--- config.mk ---
export PLATFORM = sky130hd
export DESIGN_NAME = cdr_nbp_ctrl
export DESIGN_NICKNAME = d
export VERILOG_FILES = /design/src/rtl/cdr_pkg.sv /design/src/rtl/cdr_vote_acc.sv /design/src/rtl/cdr_nbp_ctrl.sv
export SDC_FILE = /design/constraint.sdc
export NUM_CORES = 1
export LEC_CHECK = 0
export BUFFER_PORTS_ARGS = -buffer_cell sky130_fd_sc_hd__buf_2
export CELL_PAD_IN_SITES_DETAIL_PLACEMENT = 0
export CELL_PAD_IN_SITES_GLOBAL_PLACEMENT = 1
export CORE_MARGIN = 10
export CORE_UTILIZATION = 40
export CTS_BUF_LIST = sky130_fd_sc_hd__clkbuf_16
export DETAILED_ROUTE_END_ITERATION = 12
export GPL_TIMING_DRIVEN = 0
export PLACE_DENSITY_LB_ADDON = 0.05
export SYNTH_ARGS = -nofsm -noshare
export SYNTH_HDL_FRONTEND = slang
export SYNTH_SLANG_ARGS = --single-unit
--- constraint.sdc ---
create_clock -name i_clk -period 8.6 [get_ports i_clk]
set_clock_uncertainty 0.1 [all_clocks]
set_input_delay 0.43 -clock i_clk [delete_from_list [all_inputs] [get_ports i_clk]]
set_output_delay 0.43 -clock i_clk [all_outputs]
set_load 0.1 [all_outputs]
--- src/rtl/cdr_pkg.sv ---
// -----------------------------------------------------------------------------
// cdr_pkg
// Shared definitions for the CDR timing loop: the loop-state encoding, the
// default symbol-period limits, the period type used by the symbol counter
// and the divN block, and the period clamp helper.
// -----------------------------------------------------------------------------
package cdr_pkg;

  // Width of the symbol period value shared with the counter and divN.
  localparam int NB_P_W = 6;

  typedef logic [NB_P_W-1:0] nb_p_t;

  // Default nominal, minimum and maximum samples per symbol.
  localparam int NB_P_NOM_DEF = 25;
  localparam int NB_P_MIN_DEF = 22;
  localparam int NB_P_MAX_DEF = 28;

  // Consecutive quiet windows that move ACQUIRE into TRACK.
  localparam int ACQ_QUIET_WINS = 2;

  // Loop state, as reported on o_state.
  typedef enum logic [1:0] {
    ST_ACQUIRE = 2'd0,
    ST_TRACK   = 2'd1,
    ST_LOCKED  = 2'd2
  } cdr_state_e;

  // Saturate a requested period into the legal [lo, hi] range.
  function automatic nb_p_t clamp_nb_p(input int val, input int lo, input int hi);
    nb_p_t res;
    if (val < lo) begin
      res = nb_p_t'(lo);
    end else if (val > hi) begin
      res = nb_p_t'(hi);
    end else begin
      res = nb_p_t'(val);
    end
    return res;
  endfunction

endpackage

--- src/rtl/cdr_vote_acc.sv ---
// -----------------------------------------------------------------------------
// cdr_vote_acc
// Accumulates early/late phase-detector votes over a window of WIN symbols.
// Ports:
//   clk, rst      : sample clock, synchronous active-high reset
//   en            : one pulse per symbol, early/late valid on this cycle
//   early, late   : phase-detector votes
//   close         : high on the en cycle that completes the window
//   win_sum       : signed vote sum including the current vote; the value
//                   the controller decides on when close is high
// -----------------------------------------------------------------------------
module cdr_vote_acc #(
  parameter int WIN = 8,
  localparam int SW = $clog2(WIN) + 2,
  localparam int CW = $clog2(WIN) + 1
) (
  input  logic                 clk,
  input  logic                 rst,
  input  logic                 en,
  input  logic                 early,
  input  logic                 late,
  output logic                 close,
  output logic signed [SW-1:0] win_sum
);

  localparam logic [CW-1:0] CNT_ONE = {{(CW-1){1'b0}}, 1'b1};
  localparam logic [CW-1:0] CNT_WIN = CW'(WIN);

  logic signed [SW-1:0] sum_r;
  logic        [CW-1:0] cnt_r;
  logic signed [SW-1:0] vote_s;
  logic        [CW-1:0] cnt_inc_s;

  // Current vote value and the window-complete condition.
  always_comb begin
    vote_s = {SW{1'b0}};
    if (en && early && !late) begin
      vote_s = {{(SW-1){1'b0}}, 1'b1};
    end else if (en && late && !early) begin
      vote_s = {SW{1'b1}};
    end else begin
      vote_s = {SW{1'b0}};
    end
    win_sum   = sum_r + vote_s;
    cnt_inc_s = cnt_r + CNT_ONE;
    close     = en && (cnt_inc_s == CNT_WIN);
  end

  // Running sum and symbol count; both restart after the closing vote.
  always_ff @(posedge clk) begin
    if (rst) begin
      sum_r <= {SW{1'b0}};
      cnt_r <= {CW{1'b0}};
    end else if (close) begin
      sum_r <= {SW{1'b0}};
      cnt_r <= {CW{1'b0}};
    end else if (en) begin
      sum_r <= win_sum;
      cnt_r <= cnt_inc_s;
    end else begin
      sum_r <= sum_r;
      cnt_r <= cnt_r;
    end
  end

endmodule

--- src/rtl/cdr_nbp_ctrl.sv ---
// -----------------------------------------------------------------------------
// cdr_nbp_ctrl
// Loop filter / controller for the CDR symbol counter. Votes are summed per
// window; a strong window produces a one-symbol period correction that is
// loaded at the next frequency-synch point. An ACQUIRE/TRACK/LOCKED machine
// picks the correction step and reports lock.
// Ports:
//   i_clk, i_rst    : sample clock, synchronous active-high reset
//   i_en            : one pulse per symbol, i_early/i_late valid
//   i_early, i_late : phase-detector votes
//   i_en_freq_synch : point where the counter accepts a new period
//   o_nb_P          : period driven to the symbol counter
//   o_adj           : one-cycle pulse when a correction period is loaded
//   o_lock          : loop locked
//   o_state         : 0=ACQUIRE, 1=TRACK, 2=LOCKED
// -----------------------------------------------------------------------------
module cdr_nbp_ctrl
  import cdr_pkg::*;
#(
  parameter int NB_P_NOM  = NB_P_NOM_DEF,
  parameter int NB_P_MIN  = NB_P_MIN_DEF,
  parameter int NB_P_MAX  = NB_P_MAX_DEF,
  parameter int WIN       = 8,
  parameter int THRESH    = 3,
  parameter int STEP_ACQ  = 2,
  parameter int LOCK_WINS = 4
) (
  input  logic              i_clk,
  input  logic              i_rst,
  input  logic              i_en,
  input  logic              i_early,
  input  logic              i_late,
  input  logic              i_en_freq_synch,
  output logic [NB_P_W-1:0] o_nb_P,
  output logic              o_adj,
  output logic              o_lock,
  output logic [1:0]        o_state
);

  localparam int SW = $clog2(WIN) + 2;
  localparam int PW = 8;
  localparam int QW = $clog2(LOCK_WINS + ACQ_QUIET_WINS) + 1;

  localparam logic [SW-1:0] THRESH_W  = SW'(THRESH);
  localparam logic [SW-1:0] THRESH2_W = SW'(2 * THRESH);
  localparam logic [SW-1:0] WIN_W     = SW'(WIN);
  localparam logic [QW-1:0] Q_ONE     = {{(QW-1){1'b0}}, 1'b1};
  localparam logic [QW-1:0] Q_ACQ     = QW'(ACQ_QUIET_WINS);
  localparam logic [QW-1:0] Q_LOCK    = QW'(LOCK_WINS);

  logic                 close_s;
  logic signed [SW-1:0] win_sum_s;
  logic        [SW-1:0] abs_sum_s;
  logic                 quiet_s;
  logic signed [PW-1:0] step_s;
  logic signed [PW-1:0] decision_s;
  logic signed [PW-1:0] pend_eff_s;
  logic        [QW-1:0] qcnt_inc_s;
  nb_p_t                nb_p_corr_s;

  cdr_state_e           state_r;
  logic        [QW-1:0] qcnt_r;
  logic                 lock_r;
  logic signed [PW-1:0] pending_r;
  nb_p_t                nb_p_r;
  logic                 adj_r;

  cdr_vote_acc #(
    .WIN (WIN)
  ) u_vote_acc (
    .clk     (i_clk),
    .rst     (i_rst),
    .en      (i_en),
    .early   (i_early),
    .late    (i_late),
    .close   (close_s),
    .win_sum (win_sum_s)
  );

  // Window decision; a decision made on a synch cycle is applied at that synch.
  always_comb begin
    if (win_sum_s[SW-1]) begin
      abs_sum_s = -win_sum_s;
    end else begin
      abs_sum_s = win_sum_s;
    end
    quiet_s = (abs_sum_s < THRESH_W);

    if (state_r == ST_ACQUIRE) begin
      step_s = PW'(STEP_ACQ);
    end else begin
      step_s = {{(PW-1){1'b0}}, 1'b1};
    end

    decision_s = {PW{1'b0}};
    if (quiet_s) begin
      decision_s = {PW{1'b0}};
    end else if (win_sum_s[SW-1]) begin
      decision_s = -step_s;
    end else begin
      decision_s = step_s;
    end

    if (close_s) begin
      pend_eff_s = decision_s;
    end else begin
      pend_eff_s = pending_r;
    end

    qcnt_inc_s  = qcnt_r + Q_ONE;
    nb_p_corr_s = clamp_nb_p(NB_P_NOM + int'(pend_eff_s), NB_P_MIN, NB_P_MAX);
  end

  // Loop state machine, quiet-window counter and lock flag; stepped at window close.
  always_ff @(posedge i_clk) begin
    if (i_rst) begin
      state_r <= ST_ACQUIRE;
      qcnt_r  <= {QW{1'b0}};
      lock_r  <= 1'b0;
    end else if (close_s) begin
      case (state_r)
        ST_ACQUIRE: begin
          if (!quiet_s) begin
            qcnt_r <= {QW{1'b0}};
          end else if (qcnt_inc_s == Q_ACQ) begin
            state_r <= ST_TRACK;
            qcnt_r  <= {QW{1'b0}};
          end else begin
            qcnt_r <= qcnt_inc_s;
          end
        end
        ST_TRACK: begin
          // A window with every vote in one direction means phase is far off.
          if (abs_sum_s == WIN_W) begin
            state_r <= ST_ACQUIRE;
            qcnt_r  <= {QW{1'b0}};
          end else if (!quiet_s) begin
            qcnt_r <= {QW{1'b0}};
          end else if (qcnt_inc_s == Q_LOCK) begin
            state_r <= ST_LOCKED;
            lock_r  <= 1'b1;
            qcnt_r  <= {QW{1'b0}};
          end else begin
            qcnt_r <= qcnt_inc_s;
          end
        end
        ST_LOCKED: begin
          // Single-step corrections are normal jitter; only a large error drops lock.
          if (abs_sum_s >= THRESH2_W) begin
            state_r <= ST_TRACK;
            lock_r  <= 1'b0;
            qcnt_r  <= {QW{1'b0}};
          end else begin
            state_r <= ST_LOCKED;
          end
        end
        default: begin
          state_r <= ST_ACQUIRE;
          qcnt_r  <= {QW{1'b0}};
          lock_r  <= 1'b0;
        end
      endcase
    end else begin
      state_r <= state_r;
    end
  end

  // Pending correction and period register; a correction lasts one symbol.
  always_ff @(posedge i_clk) begin
    if (i_rst) begin
      pending_r <= {PW{1'b0}};
      nb_p_r    <= nb_p_t'(NB_P_NOM);
      adj_r     <= 1'b0;
    end else if (i_en_freq_synch) begin
      pending_r <= {PW{1'b0}};
      if (pend_eff_s != {PW{1'b0}}) begin
        nb_p_r <= nb_p_corr_s;
        adj_r  <= 1'b1;
      end else begin
        nb_p_r <= nb_p_t'(NB_P_NOM);
        adj_r  <= 1'b0;
      end
    end else begin
      pending_r <= pend_eff_s;
      nb_p_r    <= nb_p_r;
      adj_r     <= 1'b0;
    end
  end

  assign o_nb_P  = nb_p_r;
  assign o_adj   = adj_r;
  assign o_lock  = lock_r;
  assign o_state = state_r;

endmodule

Yosys cells after proc, flatten, opt, wreduce, memory -nomap -nowiden

Cells that the tools add are included.
W data, S select, Z words.

Flip-flop bits (word level): 31
Output and inout bits: 10
Logic and storage cells: 79

Add/sub/neg operators: 6
Order comparisons: 4
Eq/ne operators: 14
Mux-type cells: 30
Bitwise logic cells: 2
Reductions and logical operators: 15

Operators by type and width:

| operator              | number |
|---|---|
| $mux W4               | 6 |
| $mux W8               | 3 |
| $mux W6               | 3 |
| $mux W5               | 3 |
| $mux W2               | 7 |
| $pmux W4 S3           | 1 |
| $ne A2 B2 Y1 const B  | 5 |
| $add A6 B8 Y9 const A | 1 |
| $gt A9 B6 Y1 const B  | 1 |
| $lt A9 B6 Y1 const B  | 1 |
| $add A4 B1 Y4 const B | 2 |
| $neg A8 Y8            | 1 |
| $reduce_bool A8 Y1    | 1 |
| $ne A3 B3 Y1 const B  | 2 |
| $pmux W2 S3           | 1 |
| $reduce_and A6 Y1     | 1 |
| $reduce_or A2 Y1      | 3 |
| $add A5 B5 Y5         | 1 |
| $eq A5 B4 Y1 const B  | 1 |
| $ge A5 B3 Y1 const B  | 1 |
| $logic_and A1 B1 Y1   | 5 |
| $lt A5 B2 Y1 const B  | 1 |
| $mux W1               | 5 |
| $neg A5 Y5            | 1 |
| other kinds (12)      | 14 |

Logic depth before layout (Yosys ltp)

Gate-level depths: netlist of the first run.

Depth after elaboration: 15
Gate-level depth with buffers: 23

Cells and area by module

From an unflattened synthesis of the first run, not the netlist that was laid out.

Cell total of the unflattened synthesis: 249
Area, all modules: 2026.9 sq um

Modules (own cells, without submodules):

| module       | instances | cells an instance | area an instance (sq um) |
|---|---|---|---|
| cdr_nbp_ctrl | 1         | 173               | 1373.8 |
| cdr_vote_acc | 1         | 76                | 653.1 |

Worst setup path after synthesis of the first run

Ideal clock, no wire load.

Path type: input to register
Start: input i_en
End: register nb_p_r[1], in the netlist o_nb_P[1]
Library setup time: 124 ps
Arrival time: 4469 ps
Data required time: 8376 ps
Setup slack: 3907 ps
Cell stages on the path: 22
Path through: clkbuf_1 and2_1 ha_1 inv_1 fa_1 nand2b_1 a21oi_2 xor2_4 nor3_1 a221oi_4 o31a_2 inv_1 ha_1 clkbuf_1 a21oi_1 nor2b_1 o21ai_0 o21ai_0 o21ai_0 o31ai_1 a22oi_1 o21ai_1

Longest elaborated chain between the ends: 15

RTL lines:

| element                          | line                | text |
|---|---|---|
| start: declaration               | cdr_nbp_ctrl.sv:30  | `input logic i_en,` |
| $logic_and A1 B1 Y1 (2 in a row) | cdr_vote_acc.sv:39  | `end else if (en && late && !early) begin` |
| $mux W5                          | cdr_vote_acc.sv:39  |  |
| $mux W5                          | cdr_vote_acc.sv:37  | `if (en && early && !late) begin` |
| $add A5 B5 Y5                    | cdr_vote_acc.sv:44  | `win_sum = sum_r + vote_s;` |
| $neg A5 Y5                       | cdr_nbp_ctrl.sv:83  | `abs_sum_s = -win_sum_s;` |
| $mux W5                          | cdr_nbp_ctrl.sv:82  | `if (win_sum_s[SW-1]) begin` |
| $lt A5 B2 Y1                     | cdr_nbp_ctrl.sv:87  | `quiet_s = (abs_sum_s < THRESH_W);` |
| $mux W8                          | cdr_nbp_ctrl.sv:96  | `if (quiet_s) begin` |
| $mux W8 *                        | cdr_nbp_ctrl.sv:104 | `if (close_s) begin` |
| via pend_eff_s[0]                | cdr_nbp_ctrl.sv:57  | `logic signed [PW-1:0] pend_eff_s;` |
| $add A6 B8 Y9                    | cdr_nbp_ctrl.sv:111 | `nb_p_corr_s = clamp_nb_p(NB_P_NOM + int'(pend_eff_s), NB_P_MIN, NB_P_MAX);` |
| $gt A9 B6 Y1                     | cdr_pkg.sv:34       | `end else if (val > hi) begin` |
| $mux W6                          | cdr_pkg.sv:34       |  |
| $mux W6                          | cdr_pkg.sv:32       | `if (val < lo) begin` |
| $mux W6 *                        | cdr_nbp_ctrl.sv:176 | `if (pend_eff_s != {PW{1'b0}}) begin` |
| end signal: assignment           | cdr_nbp_ctrl.sv:177 | `nb_p_r <= nb_p_corr_s;` |
| end signal: assignment           | cdr_nbp_ctrl.sv:180 | `nb_p_r <= nb_p_t'(NB_P_NOM);` |
| end signal: assignment           | cdr_nbp_ctrl.sv:185 | `nb_p_r <= nb_p_r;` |
| end: declaration                 | cdr_nbp_ctrl.sv:65  | `nb_p_t nb_p_r;` |

Mark *: on every way through the listed nets, which the timed path passes. The rest lies on a longest branch.
A chain may end at the register's enable or synchronous reset.

Worst setup path in the final report of the first run

Ends and elaborated chain as after synthesis.

==> results.md, run 1 <==
Synth:
- In this run the cell area of the synthesized design comes to 2090 um2.
- The area fraction of the dominant cell type after synthesis is 0.297.
- For this run, the register share of the synthesized area comes to 0.297.
- By area the synthesized netlist is led by dfxtp_1 30%, ha_1 7.2%, nand2_1 4.7%, nor2_1 4.3%, a21oi_1 3.8%.
- In this run, distinct cell masters in the synthesized netlist total 58.
- The count of yosys warnings during synthesis is 0.
- The post-synthesis net count is 272.
- The most used flip-flop cell after synthesis is dfxtp_1.
- The register bit total from synthesis is 31.
- Counting flops with an async set or reset pin after synthesis yields a share of 0.
- The cell taking the most area after synthesis is dfxtp_1.
- The post-synthesis average cell area is 8.25 um2.
- After technology mapping, the gate count stands at 253.
- The number of flops mapped to enable cells by yosys is 0.

STA:
- The final number of max-transition violations came to 0.
- In this run the tightest slew margin relative to its limit is 0.571.
- The clock period minus final worst setup slack is 5.32 ns.
- Setup repair after global routing left no endpoint under its margin.
- Setup violations remaining at the end of the flow were counted as 0.
- Once routing completed, OpenROAD measured the worst setup slack at 3.28 ns.
- The slew at the pin with the worst max-slew slack is 0.642 ns.
- The final-layout setup total negative slack is 0 ns.
- The share of the clock period used by the worst path after layout is 0.618.
- Hold timing on the final database bottoms out at a slack of 0.278 ns.
- Based on the critical path, the design can be clocked at up to 0.188 GHz.
- The hold violation total from the final report is 0.

Finish:
- In the final layout, the share of cells above drive strength 1 is 0.138.
- The finished cells cover 2390 um2.
- The filler cells instantiated in the layout total 540.
- In the layout the commonest cells are 31 x dfxtp_1, 26 x nand2_1, 24 x nor2_1.
- The total inserted antenna cells is 0.
- At the end of the flow the core is filled with cells to 0.471.
- Compared with the post-synthesis result, the final layout area differs by 14.4%.
- The post-layout instance count excluding filler cells is 346.
- At the end of the flow, the number of nets in the layout was 294.
- The leading cell type in the layout, fill and taps excluded is dfxtp_1.

CTS:
- In this run the deepest clock path goes through 2 buffers.
- The clock insertion delay at the later pin of the skew report is 0.27 ns.
- Gates resized during post-CTS repair numbered 0.
- For this design, the sink count on the clock tree is 31.
- Clock-pin slew was measured on the worst setup and hold paths at 0.05 ns.
- The TritonCTS clock tree is done.
- In this run the number of H-tree levels came out at 2.
- The number of clock buffers inserted by TritonCTS is 5.
- The buffer type at the clock tree root is clkbuf_16.
- The number of hold buffers added after CTS was 0.
- Buffers added to address setup during post-CTS repair amount to 0.

Critical path:
- For the worst setup path, the data required time is 8.65 ns.
- Of all nets on the critical path, the largest fanout is 10.
- STA classifies the critical path startpoint as an input pin.
- STA classifies the critical path endpoint as a flop.
- Counting cells, the worst reg-to-reg path comes to 20.
- The arrival time reported for the critical path endpoint is 5.37 ns.
- The class of the most critical setup path is input pin to flop.

Placement:
- Port buffering added 15 buffers.
- Prior to clock tree synthesis, the placed netlist has a worst setup slack of 2.99 ns.
- The cell area after placement is 2250 um2.
- The routability congestion estimate is 0.813.
- The placed cell count is 338.
- Detailed placement finished with a half-perimeter wire length of 3860 um.

Floorplanning:
- The initial utilization of the core area, before any placement, comes to 0.411.
- The floorplan row count is 26.
- The vertical die dimension is 92.3 um.
- Pin placement for this block handled 16 I/O pins.
- The floorplan step defined a core boundary enclosing 5070 um2.
- In this run the horizontal extent of the chip is 92.3 um.
- The die covers 8510 um2.

Global routing:
- The number of global-route vias before repair is 1776.
- The initial antenna violation count is 0.
- The first global-routing pass estimated 8520 um of wire.
- Summed over all layers, the global routing overflow is 0.
- The pin count of the biggest net entering global routing is 11.
- For this run, the total global-route usage over all layers was measured as 0.123.

Route:
- The detail route stage leaves a number of antenna-violating nets equal to 0.
- The number of violations reported at the end of detailed-routing iteration 0 is 51.
- The detailed router placed 1861 vias in this run.
- The detailed-route DRC error count is 0.
- In the final routed layout, each cell accounts on average for 14.6 um.
- For this block, the routed nets add up to 5040 um of wire.
- The number of iterations in the first detailed-routing pass is 4.
- Using the TritonRoute via totals, the vias-per-cell ratio works out to 5.38.

Power:
- The maximum vdd ir drop is 94.1 uV.
- Summed over all cells, the static leakage comes to 0.953 nW.
- For this design the ratio of total power to cell area is 156 nW/um2.
- The overall power after layout is 372 uW.

Flow run:
- The max-capacitance violation count is 0.

Hold path:
- The count of cells along the worst hold path is 2.
- The path class of the tightest hold or removal check is input pin to flop.

Outcome:
- The run finished with clean final reports.
[synthesized netlist by cell type, types with 6 or more instances]
master and instances:
dfxtp_1 31, nand2_1 26, nor2_1 24, a21oi_1 16, nand3_1 13, ha_1 12
o21ai_0 12, inv_1 11, nor3_1 10, clkbuf_1 8, and2_1 6
[power by group]
part / internal [mW] / total, mW / switching [mW]
combinational: 0.0229 / 0.0597 / 0.0368
sequential: 0.147 / 0.149 / 0.00260
clock: 0.104 / 0.163 / 0.0589
total: 0.274 / 0.372 / 0.0983
[cell families after synthesis]
family	share of synthesized area
buffers and inverters	0.0383
adders and majority gates	0.0815
xor gates and xnor gates	0.0761
muxes	0.0246
DFF	0.297
and+or+nand+nor	0.270
AOI/OAI and AO/OA	0.212
[worst paths after layout]
path	from	endpoint	slack, ns
hold / removal	i_en_freq_synch	o_nb_P[4]	0.28
hold reg to reg	o_nb_P[4]	o_nb_P[4]	0.33
setup / recovery	i_en	o_nb_P[1]	3.28
setup reg to reg	u_vote_acc.sum_r[0]	o_nb_P[1]	3.92
[critical path, cell delays in order]
cell and delay [ns]:
buf_2 0.18, clkbuf_1 0.44, and2_1 0.21, ha_1 0.17, inv_1 0.06, fa_1 0.43, nand2b_1 0.18, a21oi_2 0.32
xor2_4 0.19, nor3_1 0.39, a221oi_4 0.10, o31a_2 0.38, inv_1 0.07, ha_1 0.13, clkbuf_1 0.32, a21oi_1 0.14
nor2b_1 0.16, o21ai_0 0.22, o21ai_0 0.16, o21ai_0 0.27, o31ai_1 0.17, a22oi_1 0.15, o21ai_1 0.08
[state kept, by name, indices dropped and copies added (netlist names)]
name / flops
u_vote_acc.sum_r: 5
u_vote_acc.cnt_r: 4
o_adj: 1
qcnt_r: 4
pending_r: 8
o_lock: 1
o_nb_P: 6
o_state: 2
[final cells by class]
type | instances | area [um2] | share of cell area
Multi-Input combinational cell | 201 | 1390 | 0.581
Buffer | 10 | 38.8 | 0.0162
Timing Repair Buffer | 15 | 75.1 | 0.0314
Clock inverter | 3 | 12.5 | 0.00524
Sequential cell | 31 | 621 | 0.260
Inverter | 11 | 41.3 | 0.0173
Tap cell | 70 | 87.6 | 0.0367
Clock buffer | 5 | 125 | 0.0524
[routing by layer]
metal	vias to the layer above	routed length (um)	GRT usage
li1	953	-	-
met1	873	2560	0.154
met2	27	2220	0.196
met3	8	186	0.0326
met4	0	73	0.0476
met5	-	0	0
Power figures use the tool's default switching activity.
==> inputs of run 2 (changes only) <==
==> constraint.sdc (replaced) <==
create_clock -name i_clk -period 5.35 [get_ports i_clk]
set_clock_uncertainty 0.1 [all_clocks]
set_input_delay 0.2675 -clock i_clk [delete_from_list [all_inputs] [get_ports i_clk]]
set_output_delay 0.2675 -clock i_clk [all_outputs]
set_load 0.1 [all_outputs]
==> results.md, run 2 (synthesis gave the netlist of run 1 again) <==
CTS:
- TritonCTS built the clock tree.
- The post-CTS clock slew at the launch and capture registers of the worst setup and hold paths came to 0.05 ns (about the same).
- The total setup buffers inserted after CTS is 0 (unchanged).
- The post-cts sizing count is 0 (unchanged).
- The number of sinks on the clock net is 31 (unchanged).
- The count of hold-fix buffers inserted at cts is 0 (unchanged).
- The maximum clock insertion buffer count is 2 (unchanged).
- The number of levels the H-tree was split into was 2 (unchanged).
- The buffer type at the clock tree root is clkbuf_16.
- The number of clock buffers inserted by TritonCTS is 5 (unchanged).
- The clock insertion delay at the later pin of the skew report is 0.27 ns (about the same).

Global routing:
- The number of global-route vias before repair came to 1776 (unchanged).
- The sum of overflow across all layers after global routing came to 0 (unchanged).
- The pin count of the biggest net entering global routing is 11 (unchanged).
- The wire length of the first global-routing pass came to 8520 um (unchanged).
- The global router's overall resource usage is 0.123 (unchanged).
- The initial antenna violation count is 0 (unchanged).

Power:
- The overall power after layout came to 597 uW (+60%).
- The leakage power came to 0.952 nW (-0.12%).
- The power per standard cell area is 250 nW/um2 (+61%).
- The maximum vdd ir drop was 151 uV (+60%).

Critical path:
- The critical path in this run is classified as input pin to flop.
- Walking the worst path, the cells encountered are buf_2 -> and2_1 -> ha_1 -> inv_1 -> fa_1 -> nand2b_1 -> a21oi_2 -> xor2_4 -> nor3_1 -> a221oi_4 -> o31a_2 -> inv_1 -> ha_1 -> clkbuf_1 -> a21oi_1 -> nor2b_1 -> o21ai_0 -> o21ai_0 -> o21ai_0 -> o31ai_1 -> a22oi_1 -> o21ai_1.
- The data required time of the critical path is 5.40 ns (-3.25 ns).
- The register-to-register path setup slack came to 0.65 ns (-3.27 ns).
- The most critical setup path has its startpoint at i_en.
- The maximum cell stage delay along the critical path came to 0.43 ns (about the same).
- The worst flop-to-flop path endpoint is o_nb_P[1].
- The startpoint class of the critical path is an input pin.
- The termination of the worst setup path is o_nb_P[1].
- The startpoint of the lowest-slack register-to-register path is u_vote_acc.sum_r[0].
- The slowest stage of the critical path belongs to the cell fa_1.
- The worst setup path is captured at a flop.
- Counting stages on the worst path, the most repeated cell is o21ai_0.
- The largest driver fanout on the critical path came to 16 (+6).
- The arrival time reported for the critical path endpoint is 4.89 ns (-0.48 ns).
- The depth of the worst register-to-register path came to 20 (unchanged).

STA:
- The slew at the pin with the worst max-slew slack was 0.647 ns (+0.00540 ns).
- The worst hold margin came to 0.113 ns (-0.165 ns).
- The share of the clock period used by the worst path after layout is 0.903.
- The hold violation total from the final report is 0 (unchanged).
- The maximum operating frequency is 0.207 GHz.
- The relative slew slack is 0.567 (-0.00362).
- Setup repair after global routing left no endpoint under its margin.
- The final number of max-transition violations is 0 (unchanged).
- The number of failing setup endpoints in the final timing report is 0 (unchanged).
- The clock period minus final worst setup slack is 4.83 ns.

Route:
- The number of vias in the routed layout is 1845 (-0.86%).
- The per-cell routed wire length is 14.4 um (-1.2%).
- The number of violations reported at the end of detailed-routing iteration 0 was 64 (+25%).
- The detailed-route DRC error count was 0 (unchanged).
- The via-per-instance ratio is 5.35 (-0.57%).
- The final routed wirelength across all metal layers is 4960 um (-1.5%).
- The number of iterations in the first detailed-routing pass was 4 (unchanged).
- The final antenna-violating net count is 0 (unchanged).

Floorplanning:
- The horizontal extent of the die came to 92.3 um (unchanged).
- The initial standard-cell utilization of the core came to 0.411 (unchanged).
- The floorplan row count came to 26 (unchanged).
- The vertical die dimension is 92.3 um (unchanged).
- The number of ports placed on the die boundary is 16 (unchanged).
- The area of the core is 5070 um2 (unchanged).
- The die footprint was 8510 um2 (unchanged).

Finish:
- The total inserted antenna cells is 0 (unchanged).
- The fraction of final layout cells sized beyond drive strength 1 was 0.138 (+0.000501).
- The flip-flop count of the largest register, all copies and words added was 8 (unchanged).
- The number of nets in the layout is 293 (-0.34%).
- The core utilization of the finished layout came to 0.470 (-0.000740).
- Leaving out fill and tap cells, the most frequent cell in the layout is dfxtp_1.
- More flip-flops sit in one register than any other, and that register is pending_r.
- Relative to the synthesized area, the layout overhead comes to 14.2%.
- Leaving out fill and tap cells, the most frequent cells in the layout are 31 x dfxtp_1, 26 x nand2_1, 24 x nor2_1.

Placement:
- The routability congestion estimate is 0.813 (unchanged).
- The half-perimeter wire length after placement was 3860 um (unchanged).
- The number of port buffers is 15 (unchanged).

Outcome:
- The flow ran to the end, and the final reports show no timing, DRC or antenna violations.

Flow run:
- The max-capacitance violation count is 0 (unchanged).

Hold path:
- The worst hold path belongs to the class input pin to flop.
==> run 2: cell count changes in the layout (fill, tap and decap cells not counted) <==
cell	change
clkbuf_1	-1
==> run 2: metrics by stage <==
stage | worst slack, ns | instances | area [um2] | setup TNS, ns
after detailed placement | -0.101 | 338 | 2250 | -0.166
after CTS | 0.176 | 346 | 2390 | 0
after global routing | 0.0722 | 345 | 2380 | 0
final | 0.517 | 345 | 2380 | 0
after global placement | -0.194 | 338 | 2250 | -0.381
after floorplan | 0.819 | 253 | 2090 | 0
==> run 2: worst min path at each step <==
stage / from / to / slack (ns) / depth (start not counted)
2_1_floorplan: i_en_freq_synch / o_nb_P[4] / 0.27 / 1
3_5_place_dp: o_nb_P[4] / o_nb_P[4] / 0.33 / 1
3_3_place_gp: o_nb_P[4] / o_nb_P[4] / 0.32 / 1
4_1_cts: i_en_freq_synch / o_nb_P[4] / 0.11 / 2
5_1_grt: i_en_freq_synch / o_nb_P[4] / 0.15 / 2
6_report: i_en_freq_synch / o_nb_P[4] / 0.11 / 2
==> run 2: power breakdown <==
part	total (mW)	internal [mW]	leakage (nW)	switching, mW
clock network	0.262	0.167	0.0762	0.0944
registers	0.240	0.236	0.251	0.00414
logic	0.0953	0.0367	0.625	0.0586
total	0.597	0.440	0.952	0.157
==> run 2: worst max-delay path: cells and delay by family <==
family          cells  cell delay, ns
buf+inv             4            0.76
xor+xnor            1            0.19
compound gates     10            1.99
fa+ha+maj           3            0.73
simple gates        4            0.94
==> run 2: area by class of cell <==
class	instances	area [um2]
Clock buffer	5	125
Fill cell	542	2690
Sequential cell	31	621
Inverter	11	41.3
Clock inverter	3	12.5
Tap cell	70	87.6
Buffer	9	35.0
Multi-Input combinational cell	201	1390
Timing Repair Buffer	15	75.1
==> run 2: routing by layer <==
layer | track usage | vias up | share of wire
li1 | - | 953 | -
met1 | 0.154 | 862 | 0.50
met2 | 0.196 | 23 | 0.44
met3 | 0.0326 | 7 | 0.037
met4 | 0.0476 | 0 | 0.014
met5 | 0 | - | 0
